File: config.mk
export PLATFORM = sky130hd
export DESIGN_NAME = ex_muldiv_hilo
export DESIGN_NICKNAME = d
export VERILOG_FILES = /design/src/rtl/ex_muldiv_hilo.sv
export SDC_FILE = /design/constraint.sdc
export NUM_CORES = 1
export LEC_CHECK = 0
export CAP_MARGIN = 10
export CORE_MARGIN = 2
export CORE_UTILIZATION = 54
export CTS_CLUSTER_DIAMETER = 50
export DETAILED_ROUTE_END_ITERATION = 6
export PLACE_DENSITY = 0.79
export SYNTH_ARGS = -nofsm -noshare
export SYNTH_HDL_FRONTEND = slang
export SYNTH_SLANG_ARGS = --single-unit
export TNS_END_PERCENT = 20
File: constraint.sdc
create_clock -name CLK -period 5.9 [get_ports CLK]
set_input_delay 1.18 -clock CLK [delete_from_list [all_inputs] [get_ports CLK]]
set_output_delay 1.18 -clock CLK [all_outputs]
set_load 0.01 [all_outputs]
File: src/rtl/ex_muldiv_hilo.sv
// Iterative shift-add multiplier / restoring divider that owns the HI/LO pair.
// Signed ops run on magnitudes; signs are applied in the FIX state.
module ex_muldiv_hilo #(
  parameter int WIDTH = 32,
  parameter int CNT_W = $clog2(WIDTH + 1)
) (
  input  logic             CLK,
  input  logic             RST,
  input  logic             Start,
  input  logic [2:0]       Op,
  input  logic [WIDTH-1:0] Rdata1,
  input  logic [WIDTH-1:0] Rdata2,
  input  logic             Flush,
  output logic             Busy,
  output logic             Done,
  output logic             DivZero,
  output logic [WIDTH-1:0] HI,
  output logic [WIDTH-1:0] LO
);

  localparam logic [2:0] OP_MULT  = 3'd0;
  localparam logic [2:0] OP_MULTU = 3'd1;
  localparam logic [2:0] OP_DIV   = 3'd2;
  localparam logic [2:0] OP_DIVU  = 3'd3;
  localparam logic [2:0] OP_MTHI  = 3'd4;
  localparam logic [2:0] OP_MTLO  = 3'd5;

  typedef enum logic [1:0] {S_IDLE = 2'd0, S_RUN = 2'd1, S_FIX = 2'd2} state_e;

  state_e             state_q;
  logic [CNT_W-1:0]   cnt_q;
  logic [WIDTH-1:0]   acc_q, ql_q, b_q, hi_q, lo_q;
  logic               mul_q, neg_q, rem_neg_q, dz_q;
  logic               busy_q, done_q, divzero_q;

  logic               signed_op_s, a_neg_s, b_neg_s;
  logic [WIDTH-1:0]   a_mag_s, b_mag_s, mul_add_s;
  logic [WIDTH:0]     mul_sum_s, div_sh_s, div_diff_s;
  logic [WIDTH-1:0]   acc_d, ql_d;
  logic [2*WIDTH-1:0] prod_s, prod_fix_s;
  logic [WIDTH-1:0]   quo_fix_s, rem_fix_s;

  // Operand sign/magnitude decode for the issuing instruction
  always_comb begin
    signed_op_s = (Op == OP_MULT) || (Op == OP_DIV);
    a_neg_s     = signed_op_s && Rdata1[WIDTH-1];
    b_neg_s     = signed_op_s && Rdata2[WIDTH-1];
    a_mag_s     = a_neg_s ? -Rdata1 : Rdata1;
    b_mag_s     = b_neg_s ? -Rdata2 : Rdata2;
  end

  // One multiply or divide iteration on the accumulator pair
  always_comb begin
    acc_d      = acc_q;
    ql_d       = ql_q;
    mul_add_s  = ql_q[0] ? b_q : '0;
    mul_sum_s  = {1'b0, acc_q} + {1'b0, mul_add_s};
    div_sh_s   = {acc_q, ql_q[WIDTH-1]};
    // Bit WIDTH of the difference is the borrow since the shifted value is below 2*divisor
    div_diff_s = div_sh_s - {1'b0, b_q};
    if (mul_q) begin
      acc_d = mul_sum_s[WIDTH:1];
      ql_d  = {mul_sum_s[0], ql_q[WIDTH-1:1]};
    end else if (!div_diff_s[WIDTH]) begin
      acc_d = div_diff_s[WIDTH-1:0];
      ql_d  = {ql_q[WIDTH-2:0], 1'b1};
    end else begin
      acc_d = div_sh_s[WIDTH-1:0];
      ql_d  = {ql_q[WIDTH-2:0], 1'b0};
    end
  end

  // Sign correction of the finished magnitudes
  always_comb begin
    prod_s     = {acc_q, ql_q};
    prod_fix_s = neg_q ? -prod_s : prod_s;
    quo_fix_s  = neg_q ? -ql_q : ql_q;
    rem_fix_s  = rem_neg_q ? -acc_q : acc_q;
  end

  // Control FSM, datapath registers and HI/LO
  always_ff @(posedge CLK or posedge RST) begin
    if (RST) begin
      state_q   <= S_IDLE;
      cnt_q     <= '0;
      acc_q     <= '0;
      ql_q      <= '0;
      b_q       <= '0;
      hi_q      <= '0;
      lo_q      <= '0;
      mul_q     <= 1'b0;
      neg_q     <= 1'b0;
      rem_neg_q <= 1'b0;
      dz_q      <= 1'b0;
      busy_q    <= 1'b0;
      done_q    <= 1'b0;
      divzero_q <= 1'b0;
    end else begin
      done_q    <= 1'b0;
      divzero_q <= 1'b0;
      case (state_q)
        S_IDLE: begin
          if (Start && !Flush) begin
            case (Op)
              OP_MULT, OP_MULTU, OP_DIV, OP_DIVU: begin
                acc_q     <= '0;
                ql_q      <= a_mag_s;
                b_q       <= b_mag_s;
                neg_q     <= a_neg_s ^ b_neg_s;
                rem_neg_q <= a_neg_s;
                mul_q     <= (Op == OP_MULT) || (Op == OP_MULTU);
                busy_q    <= 1'b1;
                if (!((Op == OP_MULT) || (Op == OP_MULTU)) && (Rdata2 == '0)) begin
                  dz_q    <= 1'b1;
                  state_q <= S_FIX;
                end else begin
                  dz_q    <= 1'b0;
                  cnt_q   <= CNT_W'(WIDTH);
                  state_q <= S_RUN;
                end
              end
              OP_MTHI: hi_q <= Rdata1;
              OP_MTLO: lo_q <= Rdata1;
              default: ;
            endcase
          end
        end
        S_RUN: begin
          if (Flush) begin
            state_q <= S_IDLE;
            busy_q  <= 1'b0;
            cnt_q   <= '0;
          end else begin
            acc_q <= acc_d;
            ql_q  <= ql_d;
            cnt_q <= cnt_q - CNT_W'(1);
            if (cnt_q == CNT_W'(1)) state_q <= S_FIX;
          end
        end
        S_FIX: begin
          state_q <= S_IDLE;
          busy_q  <= 1'b0;
          if (!Flush) begin
            done_q <= 1'b1;
            if (dz_q) begin
              divzero_q <= 1'b1;
            end else if (mul_q) begin
              {hi_q, lo_q} <= prod_fix_s;
            end else begin
              hi_q <= rem_fix_s;
              lo_q <= quo_fix_s;
            end
          end
        end
        default: begin
          state_q <= S_IDLE;
          busy_q  <= 1'b0;
        end
      endcase
    end
  end

  assign Busy    = busy_q;
  assign Done    = done_q;
  assign DivZero = divzero_q;
  assign HI      = hi_q;
  assign LO      = lo_q;

endmodule

==> results of run 1 <==
## cell type report
cell class	count	area (µm²)
tap	335	419.2
multi-input combinational	1523	9509
fill	2274	9608
sequential	175	4380
timing repair buffer	153	1504
clock buffer	17	425.4
inverter	51	195.2
clock inverter	15	165.2
## sequential cells by signal, summed over array words and instances, names as in the netlist, 2 cells and up
register,count
b_q,32
LO,32
ql_q,32
HI,32
acc_q,32
cnt_q,6
state_q,2
## layer usage
layer,vias to the layer above,share of wire (%),routed length (µm),global-route usage (%)
met5,-,0.028,13,0
met4,2,3.1,1462,11.61
met2,905,41,19470,48.85
met1,6831,44,20620,48.30
met3,102,12,5495,7.945
li1,6779,-,-,-
## cell usage in the layout (no fill, tap or decap), types with 17 or more instances in the layout
cell                              synthesis  routed
sky130_fd_sc_hd__a21o_1                  37      36
sky130_fd_sc_hd__or3_1                   19      18
sky130_fd_sc_hd__inv_1                   51      50
sky130_fd_sc_hd__dfrtp_1                175     174
sky130_fd_sc_hd__nor2_1                 177     176
sky130_fd_sc_hd__clkdlybuf4s50_1          0     137
sky130_fd_sc_hd__a211oi_1                18      17
sky130_fd_sc_hd__a21oi_1                163     162
sky130_fd_sc_hd__xor2_1                  84      84
sky130_fd_sc_hd__mux2i_1                 44      44
sky130_fd_sc_hd__clkbuf_16                0      17
sky130_fd_sc_hd__ha_1                    70      70
sky130_fd_sc_hd__nor4_1                  18      18
sky130_fd_sc_hd__o21ai_0                207     207
sky130_fd_sc_hd__nand3_1                 35      35
sky130_fd_sc_hd__nand2_1                244     244
sky130_fd_sc_hd__nor3_1                  31      31
sky130_fd_sc_hd__o31ai_1                 27      27
sky130_fd_sc_hd__and3_1                  18      18
sky130_fd_sc_hd__xnor2_1                 82      82
## power by group through the flow
| stage | clock (W) | sequential (W) | combinational, W |
|---|---|---|---|
| 2_1_floorplan | 0 | 0.00196 | 0.00308 |
| 3_3_place_gp | 0 | 0.00211 | 0.00419 |
| 3_5_place_dp | 0 | 0.00213 | 0.00426 |
| 4_1_cts | 0.00118 | 0.00210 | 0.00429 |
| 5_1_grt | 0.00124 | 0.00218 | 0.00481 |
| 6_report | 0.00119 | 0.00212 | 0.00439 |
## logic make-up after synthesis
logic type               after synthesis
XOR/XNOR                             166
multiplexers                          47
buffers and inverters                167
adder cells (fa/ha/maj)               72
flip-flops                           175
AND/OR/NAND/NOR                      636
AO/OA/AOI/OAI                        602
## worst max-delay path, cell delays in order, from the launching register on
cell and delay, ns:
sky130_fd_sc_hd__dfrtp_1 0.44, sky130_fd_sc_hd__inv_1 0.10, sky130_fd_sc_hd__ha_1 0.24, sky130_fd_sc_hd__fa_1 0.38
sky130_fd_sc_hd__nor2b_1 0.25, sky130_fd_sc_hd__o31ai_1 0.17, sky130_fd_sc_hd__a21o_1 0.24, sky130_fd_sc_hd__a211oi_1 0.67
sky130_fd_sc_hd__a21o_1 0.21, sky130_fd_sc_hd__a211o_1 0.71, sky130_fd_sc_hd__mux2_2 0.42, sky130_fd_sc_hd__a22oi_1 0.15
sky130_fd_sc_hd__o21ai_0 0.11
## metrics by stage
stage / util [%] / setup slack (ns)
2_1_floorplan: - / 2.355
3_3_place_gp: 61.08 / 1.654
3_5_place_dp: 61.08 / 1.548
4_1_cts: 63.34 / 1.839
5_1_grt: 63.34 / 1.601
6_report: 63.34 / 1.659
## path summary, 6_finish.rpt
path	to	slack (ns)
setup / recovery	acc_q[18]	1.66
hold / removal	b_q[14]	0.48
setup reg to reg	acc_q[18]	1.66
hold reg to reg	b_q[14]	0.48
max in group asynchronous	HI[18]	3.78
min in group asynchronous	cnt_q[1]	1.34
==> impl_results.md, run 1 <==
- Area share of the largest cell type after synthesis: a little under a third
- Number of CTS-inserted buffers: 17
- Startpoint kind of the worst setup timing path: register
- Clock period minus worst slack: ~4.2 ns
- Half-perimeter wire length after placement: 35290 µm
- Starting density of the core: 55.35%
- Combinational Power Share: 57.0%
- Maximum number of pins on one net before global-route repair: 176
- Number of standard cells after synthesis: 1865
- Num Clock Sinks: 175
- Post-synth top cells: sky130_fd_sc_hd__nand2_1, sky130_fd_sc_hd__o21ai_0, sky130_fd_sc_hd__nor2_1
- Worst endpoint required time: between 6 and 7 ns
- Final std cell area, no fill: 16600 µm²
- Remaining antenna violation count after routing: 0
- Cell taking the most area after synthesis: sky130_fd_sc_hd__dfrtp_1
- RSZ-0062 raised after global routing: false
- Switching power summed over all nets: 0.003691 W
- Mean routed wirelength per cell: 20.74 µm
- Cell depth of the worst min-delay path: 2
- Height of the die: 167.9 µm
- Post-CTS repair timing setup buffer count: 0
- Clock transition at the registers of the reported paths: roughly 0.07 ns
- Number of unique standard cell types used by synthesis: 80
- Max-slew headroom at the worst pin: 30.03%
- Switching power share of the total: 47.95%
- Worst flop-to-flop path startpoint: ql_q[31]
- Drt total wl: 47050 µm
- Min Hold Slack: roughly 0.48 ns
- Final Power: between 0.007 and 0.008 W
- Sequential element share of the synthesized area: 30.19%
- Mean instance size in the synthesized netlist: roughly 7.8 µm²
- Count of synthesis-stage warnings from yosys: 0
- Gp weighted congestion: 1.007
- DRC violations left: 0
- Net count of the mapped netlist: 2008
- Total die area: 28190 µm²
- Xor and xnor area share after synthesis: about a tenth
- Highest attainable clock frequency: 235.8 MHz
- Number of max-cap violations: 0
- Internal: ~0.004 W
- Fin nets: 2064
- Average vias per placed instance: 6.443
- Biggest area contributors in the synthesized netlist: sky130_fd_sc_hd__dfrtp_1, sky130_fd_sc_hd__o21ai_0, sky130_fd_sc_hd__nand2_1
- Critical setup path kind: reg -> reg
- CTS max path bufs: 2
- Predominant post-synthesis flop cell: sky130_fd_sc_hd__dfrtp_1
- Overall Global Routing Usage: 33.40%
- Most repeated cell in the gate-level netlist after synthesis: sky130_fd_sc_hd__nand2_1
- Fraction of the mapped netlist area in simple logic gates: between 20% and 30%
- Global-route wire length before repair: roughly 75000 µm
- Slew of the pin with the lowest slew margin: 1.050 ns
- Biggest fanout along the worst timing path: 16
- Leakage power figure: approximately 7.1 nW
- I/O pin count: 138
- Inserted Diodes: 0
- Placed Cells: 2237
- Pwr dens: 463.7 nW/µm²
- Worst supply voltage drop on vdd: 0.3784 mV
- DIE WIDTH: 167.9 µm
- Cells on worst reg2reg path: 12
- Sequential group share of total power: 27.6%
- Placement Rows: between 50 and 60
- Outcome: finished, final reports clean
- Core region area: 26210 µm²
- Number of standard cells in the final layout excluding fillers: 2269
- Area growth from synthesis to layout: 14.43%
- Compound-gate portion of the synthesized area: between 20% and 30%
- Depth of the CTS H-tree: 4
- Number of instances resized during post-cts repair: 0
- Latest clock arrival within the worst-skew pair: 0.45 ns
- Register bit total from synthesis: between 150 and 200
- Violation count after the first detailed-route iteration: between 2000 and 2500
- Arrival time at the worst endpoint: 4.54 ns
- Setup-violating endpoint count in the final report: 0
- Main combinational cell family by area after synthesis: compound AO/OA/AOI/OAI gates
- Part of the total power dissipated in the clock network: 15.4%
- Vias after detailed routing: 14620
- Pre-antenna DRT Iters: 6
- CTS root buffer: sky130_fd_sc_hd__clkbuf_16
- Endpoints failing hold: 0
- CTS tree: done
- Max Slew Vio Count: 0
- Number of global-route vias before repair: roughly 13000
- Launching instance or port of the critical path: ql_q[31]
- GRT Residual Overflow: 0
- Setup crit end kind: register
- Min-Delay Path Class: reg -> reg
- Port bufs: 137
- Share of cells above drive strength 1: 4.292%
- Clock Skew: 0.01498 ns
- Number of flops mapped to enable cells by yosys: 0
- Adder-Cell Fraction of Synth Area: roughly 6.3%
- Fraction of synthesized area in multiplexers: 3.269%
- Standard cell area after detailed placement: 16010 µm²
- Hold path startpoint: b_q[14]
- Post-synthesis instance area: around 15000 µm²
- Sum Neg Setup Slack: 0 ns
- Hold buffer count at cts: 0
- Number of antenna violations at the first check in global routing: 1
- Fin crit share: 71.88%
- Proportion of synthesized flip-flops having asynchronous set or reset: 100.0%
Power figures use the tool's default switching activity.
==> run 2, diff against run 1 <==
CORE_UTILIZATION = 59   (was 54)
PLACE_DENSITY = 0.82   (was 0.79)
clock period = 4.1 ns   (was 5.9 ns; I/O delays follow)
==> run 2 against run 1 <==
  * Critical endpoint is now acc_q[27]
  * Power grew 47%
  * Final cell count rose by 1.5%
  * Worst hold slack got worse by 0.0023 ns
  * Clock power grew 44%
  * First-iteration DRC count decreased by 18%
  * Global-route usage rose by 3.0 points
  * Combinational power increased by 52%
  * Highest routed layer is now met4
  * Sequential power grew 38%
  * Fmax grew 13%
  * Cell area increased by 2.3%
  * Largest cell class unchanged
  * Wire length grew 0.12%
  * Via count is 0.55% higher
==> impl_results.md, run 2 (synthesized netlist as in run 1, its figures left out) <==
- Capture point of the worst reg-to-reg path: acc_q[27]
- Pwr dens: 666.7 nW/µm² (+44%)
- Inserted Diodes: 0 (unchanged)
- Number of max-cap violations: 0 (unchanged)
- Gp weighted congestion: 0.9628 (-4.4%)
- Fill cells: 2017 (-11%)
- Startpoint kind of the worst setup timing path: register
- Cells on worst reg2reg path: 14 (+2)
- Layout Utilization: 69.99% (+6.7 points)
- End of the worst hold path: HI[26]
- RSZ-0062 raised after global routing: false
- Share of cells above drive strength 1: 6.515% (+2.2 points)
- Max-slew headroom at the worst pin: 31.64% (+1.6 points)
- Critical setup path kind: reg -> reg
- Num Clock Sinks: 175 (unchanged)
- Violation count after the first detailed-route iteration: 1653 (-18%)
- Most used cells in the layout excluding fill and tap cells: sky130_fd_sc_hd__nand2_1, sky130_fd_sc_hd__o21ai_0, sky130_fd_sc_hd__nor2_1
- Post-CTS repair timing setup buffer count: 0 (unchanged)
- Critical-path cell with the highest stage delay: sky130_fd_sc_hd__dfrtp_1
- Placement Rows: 57 (-3.4%)
- Drt total wl: 47110 µm (+0.12%)
- Hold path startpoint: HI[26]
- Arrival time at the worst endpoint: 4.08 ns (-0.46 ns)
- Area growth from synthesis to layout: 17.01%
- Slew of the pin with the lowest slew margin: 1.017 ns (-0.03278 ns)
- Fin nets: 2110 (+2.2%)
- Average vias per placed instance: 6.380 (-0.98%)
- Worst endpoint required time: 4.43 ns (-1.77 ns)
- CTS tree: done
- CTS max path bufs: 2 (unchanged)
- Clock period minus worst slack: 3.745 ns (-0.4954 ns)
- Min-Delay Path Class: reg -> reg
- Most common library cell in the layout ignoring fill and taps: sky130_fd_sc_hd__nand2_1
- Total die area: 25860 µm² (-8.3%)
- Number of antenna violations at the first check in global routing: 0 (-1)
- Mean routed wirelength per cell: 20.45 µm (-1.4%)
- Global-route wire length before repair: 74520 µm (-0.33%)
- Worst flop-to-flop path startpoint: ql_q[0]
- Height of the die: 160.8 µm (-4.2%)
- GRT Residual Overflow: 0 (unchanged)
- Number of instances resized during post-cts repair: 0 (unchanged)
- Final Power: 0.01132 W (+47%)
- Final worst-path setup slack: 0.3546 ns (-1.305 ns)
- Setup slack on the worst flop-to-flop path: 0.35 ns (-1.30 ns)
- Starting density of the core: 59.82% (+4.5 points)
- Clock transition at the registers of the reported paths: 0.07 ns (about the same)
- Cell depth of the worst min-delay path: 2 (unchanged)
- Max Slew Vio Count: 0 (unchanged)
- Remaining antenna violation count after routing: 0 (unchanged)
- Core region area: 24250 µm² (-7.5%)
- DRC violations left: 0 (unchanged)
- Leakage power figure: 7.354 nW (+3.5%)
- Worst supply voltage drop on vdd: 0.4950 mV (+31%)
- Depth of the CTS H-tree: 4 (unchanged)
- Maximum number of pins on one net before global-route repair: 79 (-55%)
- Outcome: finished, final reports clean
- Cells along the critical path: and2_1 -> ha_1 -> inv_1 -> fa_1 -> nand2b_1 -> a21oi_1 -> o221ai_1 -> o211ai_1 -> buf_4 -> nand3_1 -> a21boi_0 -> o21ai_0 -> nor3b_1 -> a211o_1
- Sum Neg Setup Slack: 0 ns (unchanged)
- Biggest fanout along the worst timing path: 6 (-10)
- Overall Global Routing Usage: 36.36% (+3.0 points)
- Highest attainable clock frequency: 267.0 MHz (+13%)
- Number of global-route vias before repair: 13660 (+2.3%)
- Number of CTS-inserted buffers: 17 (unchanged)
- Setup crit end kind: register
- Clock Skew: 0.01153 ns (-0.003449 ns)
- Worst setup slack after placement: 0.1347 ns (-1.413 ns)
- Fin crit share: 91.35% (+19 points)
- Hold buffer count at cts: 0 (unchanged)
- Port bufs: 137 (unchanged)
- Vias after detailed routing: 14700 (+0.55%)
- Half-perimeter wire length after placement: 36240 µm (+2.7%)
- Maximum cell stage delay along the critical path: 0.45 ns (-0.26 ns)
- I/O pin count: 138 (unchanged)
- Setup-violating endpoint count in the final report: 0 (unchanged)
- Pre-antenna DRT Iters: 6 (unchanged)
- Launching instance or port of the critical path: ql_q[0]
- Endpoints failing hold: 0 (unchanged)
- CTS root buffer: sky130_fd_sc_hd__clkbuf_16
- Latest clock arrival within the worst-skew pair: 0.44 ns (about the same)
- DIE WIDTH: 160.8 µm (-4.2%)
[run 2: metal layers]
layer	global-route usage, %	part of all wire (%)
met3	7.567	10
met4	16.27	4.4
met1	49.73	42
met2	55.84	44
met5	0	0
[run 2: report_power, final]
group | leakage (nW) | switching [W] | internal, W
Sequential | 2.18 | 0.000659 | 0.00226
Combinational | 4.87 | 0.00382 | 0.00288
Clock | 0.297 | 0.000762 | 0.000944
[run 2: worst max-delay path, delay by kind of cell (launching register included)]
kind | cells | cell delay [ns]
fa+ha+maj | 2 | 0.62
buf+inv | 2 | 0.25
flops | 1 | 0.45
compound gates | 6 | 1.65
simple gates | 4 | 0.66
[run 2: worst max path at each step]
stage | endpoint | slack [ns] | cells after the start
final | acc_q[27] | 0.35 | 14
after global routing | acc_q[27] | 0.12 | 14
after CTS | acc_q[27] | 0.46 | 14
after detailed placement | b_q[25] | 0.13 | 10
after global placement | b_q[29] | 0.23 | 10
after floorplan | acc_q[25] | 0.76 | 13
[run 2: layout make-up]
class	count	area, µm²	share of cell area (%)
clock buffers	19	452.9	2.669
clock inverters	13	150.1	0.8846
inverters	51	195.2	1.150
multi-input cells	1523	9502	55.98
flip-flops and latches	175	4380	25.81
well taps	324	405.4	2.389
repair buffers	199	1887	11.12
[run 2: stage by stage]
step / instance area, µm² / hold slack, ns / cells
6_report: 16970 / 0.4762 / 2304
3_5_place_dp: 16370 / 0.4660 / 2272
2_1_floorplan: 14510 / 0.4498 / 1865
3_3_place_gp: 16370 / 0.4621 / 2272
4_1_cts: 16970 / 0.4821 / 2304
5_1_grt: 16970 / 0.4937 / 2304
==> run 3, diff against run 2 <==
GPL_TIMING_DRIVEN = 0   (was default)
==> run 3 against run 2 <==
  * Die area did not move
  * Utilization decreased by 0.098 points
  * Setup slack got worse by 0.30 ns
  * Via count is 4.0% higher
  * Critical path depth decreased by 3
  * Clock skew is 0.0081 ns higher
  * Combinational power grew 0.9%
  * Register-to-register slack got worse by 0.30 ns
  * Cell area shrank 0.14%
  * Critical endpoint is now acc_q[17]
==> impl_results.md, run 3 (synthesized netlist as in run 1, its figures left out) <==
- Pwr dens: 673.7 nW/µm² (+1.1%)
- Area growth from synthesis to layout: 16.85%
- Most common library cell in the layout ignoring fill and taps: sky130_fd_sc_hd__nand2_1
- Latest clock arrival within the worst-skew pair: 0.46 ns (+0.02 ns)
- Placed Cells: 2327 (+2.4%)
- Maximum number of pins on one net before global-route repair: 44 (-44%)
- Global-route wire length before repair: 80390 µm (+7.9%)
- RSZ-0062 raised after global routing: false
- Setup slack on the worst flop-to-flop path: 0.05 ns (-0.30 ns)
- Max Slew Vio Count: 0 (unchanged)
- DIE WIDTH: 160.8 µm (unchanged)
- Cells on worst reg2reg path: 11 (-3)
- Arrival time at the worst endpoint: 4.34 ns (+0.26 ns)
- Drt total wl: 52120 µm (+11%)
- Clock period minus worst slack: 4.049 ns (+0.3032 ns)
- Remaining antenna violation count after routing: 0 (unchanged)
- Mean routed wirelength per cell: 22.07 µm (+7.9%)
- Number of antenna violations at the first check in global routing: 0 (unchanged)
- Highest attainable clock frequency: 247.0 MHz (-7.5%)
- Starting density of the core: 59.82% (unchanged)
- Endpoints failing hold: 0 (unchanged)
- Worst endpoint required time: 4.39 ns (-0.04 ns)
- Setup crit end kind: register
- CTS root buffer: sky130_fd_sc_hd__clkbuf_16
- Combined flip-flop and latch cell area: 4380 µm² (unchanged)
- Outcome: finished, final reports clean
- Number of global-route vias before repair: 14180 (+3.8%)
- Max-slew headroom at the worst pin: 35.61% (+4.0 points)
- CTS max path bufs: 2 (unchanged)
- Hold buffer count at cts: 0 (unchanged)
- Slew of the pin with the lowest slew margin: 0.9659 ns (-0.05083 ns)
- Placement Rows: 57 (unchanged)
- Min-Delay Path Class: reg -> reg
- Cells along the critical path: ha_1 -> and2_1 -> nor4b_1 -> nand2_1 -> a211oi_1 -> a21o_1 -> a211o_1 -> clkbuf_2 -> buf_2 -> mux2i_1 -> o221ai_1
- Total die area: 25860 µm² (unchanged)
- Fill cells: 2079 (+3.1%)
- Maximum cell stage delay along the critical path: 0.56 ns (+0.11 ns)
- Final worst-path setup slack: 0.05137 ns (-0.3032 ns)
- Biggest fanout along the worst timing path: 10 (+4)
- Average vias per placed instance: 6.471 (+1.4%)
- Pre-antenna DRT Iters: 6 (unchanged)
- Violation count after the first detailed-route iteration: 1956 (+18%)
- Inserted Diodes: 0 (unchanged)
- Worst flop-to-flop path startpoint: acc_q[15]
- Fin crit share: 98.75% (+7.4 points)
- Number of max-cap violations: 0 (unchanged)
- DRC violations left: 0 (unchanged)
- Num Clock Sinks: 175 (unchanged)
- Critical-path cell with the highest stage delay: sky130_fd_sc_hd__dfrtp_1
- Hold path startpoint: b_q[9]
- Number of standard cells in the final layout excluding fillers: 2362 (+2.5%)
- Leakage power figure: 7.228 nW (-1.7%)
- Clock Skew: 0.01965 ns (+0.008126 ns)
- Capture point of the worst reg-to-reg path: acc_q[17]
- Half-perimeter wire length after placement: 40860 µm (+13%)
- Overall Global Routing Usage: 39.99% (+3.6 points)
- Port bufs: 134 (-2.2%)
- Fin nets: 2168 (+2.7%)
- CTS tree: done
- Most used cells in the layout excluding fill and tap cells: sky130_fd_sc_hd__nand2_1, sky130_fd_sc_hd__o21ai_0, sky130_fd_sc_hd__nor2_1
- Gp weighted congestion: 0.9966 (+3.5%)
- Share of cells above drive strength 1: 4.122% (-2.4 points)
- Startpoint kind of the worst setup timing path: register
- Vias after detailed routing: 15280 (+4.0%)
- Height of the die: 160.8 µm (unchanged)
- Clock transition at the registers of the reported paths: 0.08 ns (about the same)
- Worst setup slack after placement: -0.3663 ns (-0.5010 ns)
- Number of CTS-inserted buffers: 17 (unchanged)
- Combined area of the multi-input logic cells: 9477 µm² (-0.26%)
- GRT Residual Overflow: 0 (unchanged)
- Cell depth of the worst min-delay path: 2 (unchanged)
- Core region area: 24250 µm² (unchanged)
- End of the worst hold path: b_q[9]
- Critical setup path kind: reg -> reg
- Worst supply voltage drop on vdd: 0.3732 mV (-25%)
- Setup-violating endpoint count in the final report: 0 (unchanged)
- Depth of the CTS H-tree: 4 (unchanged)
- I/O pin count: 138 (unchanged)
-- run 3: how the worst max path moves through the flow --
stage	from	to	slack, ns	depth (start not counted)
3_3_place_gp	RST	HI[16]	-0.45	2
5_1_grt	ql_q[31]	acc_q[17]	0.005	13
6_report	acc_q[15]	acc_q[17]	0.05	11
3_5_place_dp	acc_q[0]	ql_q[0]	-0.37	13
2_1_floorplan	ql_q[0]	acc_q[25]	0.76	13
4_1_cts	acc_q[0]	ql_q[0]	0.06	13
-- run 3: routing by layer --
layer / wire [µm] / vias to the layer above / GRT usage (%)
met3: 5616 / 201 / 6.689
met1: 20840 / 7102 / 53.13
met2: 22720 / 989 / 63.50
met4: 2948 / 0 / 20.05
li1: - / 6992 / -
met5: 0 / - / 0
-- run 3: through the flow --
stage                     instance area (µm²)  TNS [ns]  total power (W)  util, %  hold slack, ns
final                                   16950         0          0.01142    69.90          0.4804
after global routing                    16950         0          0.01210    69.90          0.5167
after CTS                               16920         0          0.01111    69.78          0.4863
after detailed placement                16340    -7.989         0.009418    67.37          0.4704
after global placement                  16260    -79.41         0.009276    67.04          0.4613
after floorplan                         14510         0         0.007257        -          0.4498
-- run 3: area by class of cell --
type / count / area share, %
Multi-Input combinational cell: 1523 / 55.91
Sequential cell: 175 / 25.85
Timing Repair Buffer: 141 / 8.519
Buffer: 116 / 2.827
Clock buffer: 17 / 2.510
Tap cell: 324 / 2.392
Inverter: 51 / 1.152
Clock inverter: 15 / 0.8416
-- run 3: power by group --
group | total, W | switching (W) | internal [W]
Clock | 0.00166 | 0.000848 | 0.000808
Combinational | 0.00675 | 0.00400 | 0.00275
Sequential | 0.00301 | 0.000758 | 0.00225
-- run 3: what timing repair did --
action	CTS	global route
pin swaps	0	3
buffers inserted	0	3
setup endpoints to repair	22	21
gates resized for setup	7	3
-- run 3: critical path, delay by kind of cell, from the launching register on --
kind	cells	cell delay (ns)
and+or+nand+nor	3	0.93
AOI/OAI and AO/OA	4	0.89
muxes	1	0.38
adders and majority gates	1	0.48
DFF	1	0.56
buffers and inverters	2	0.65
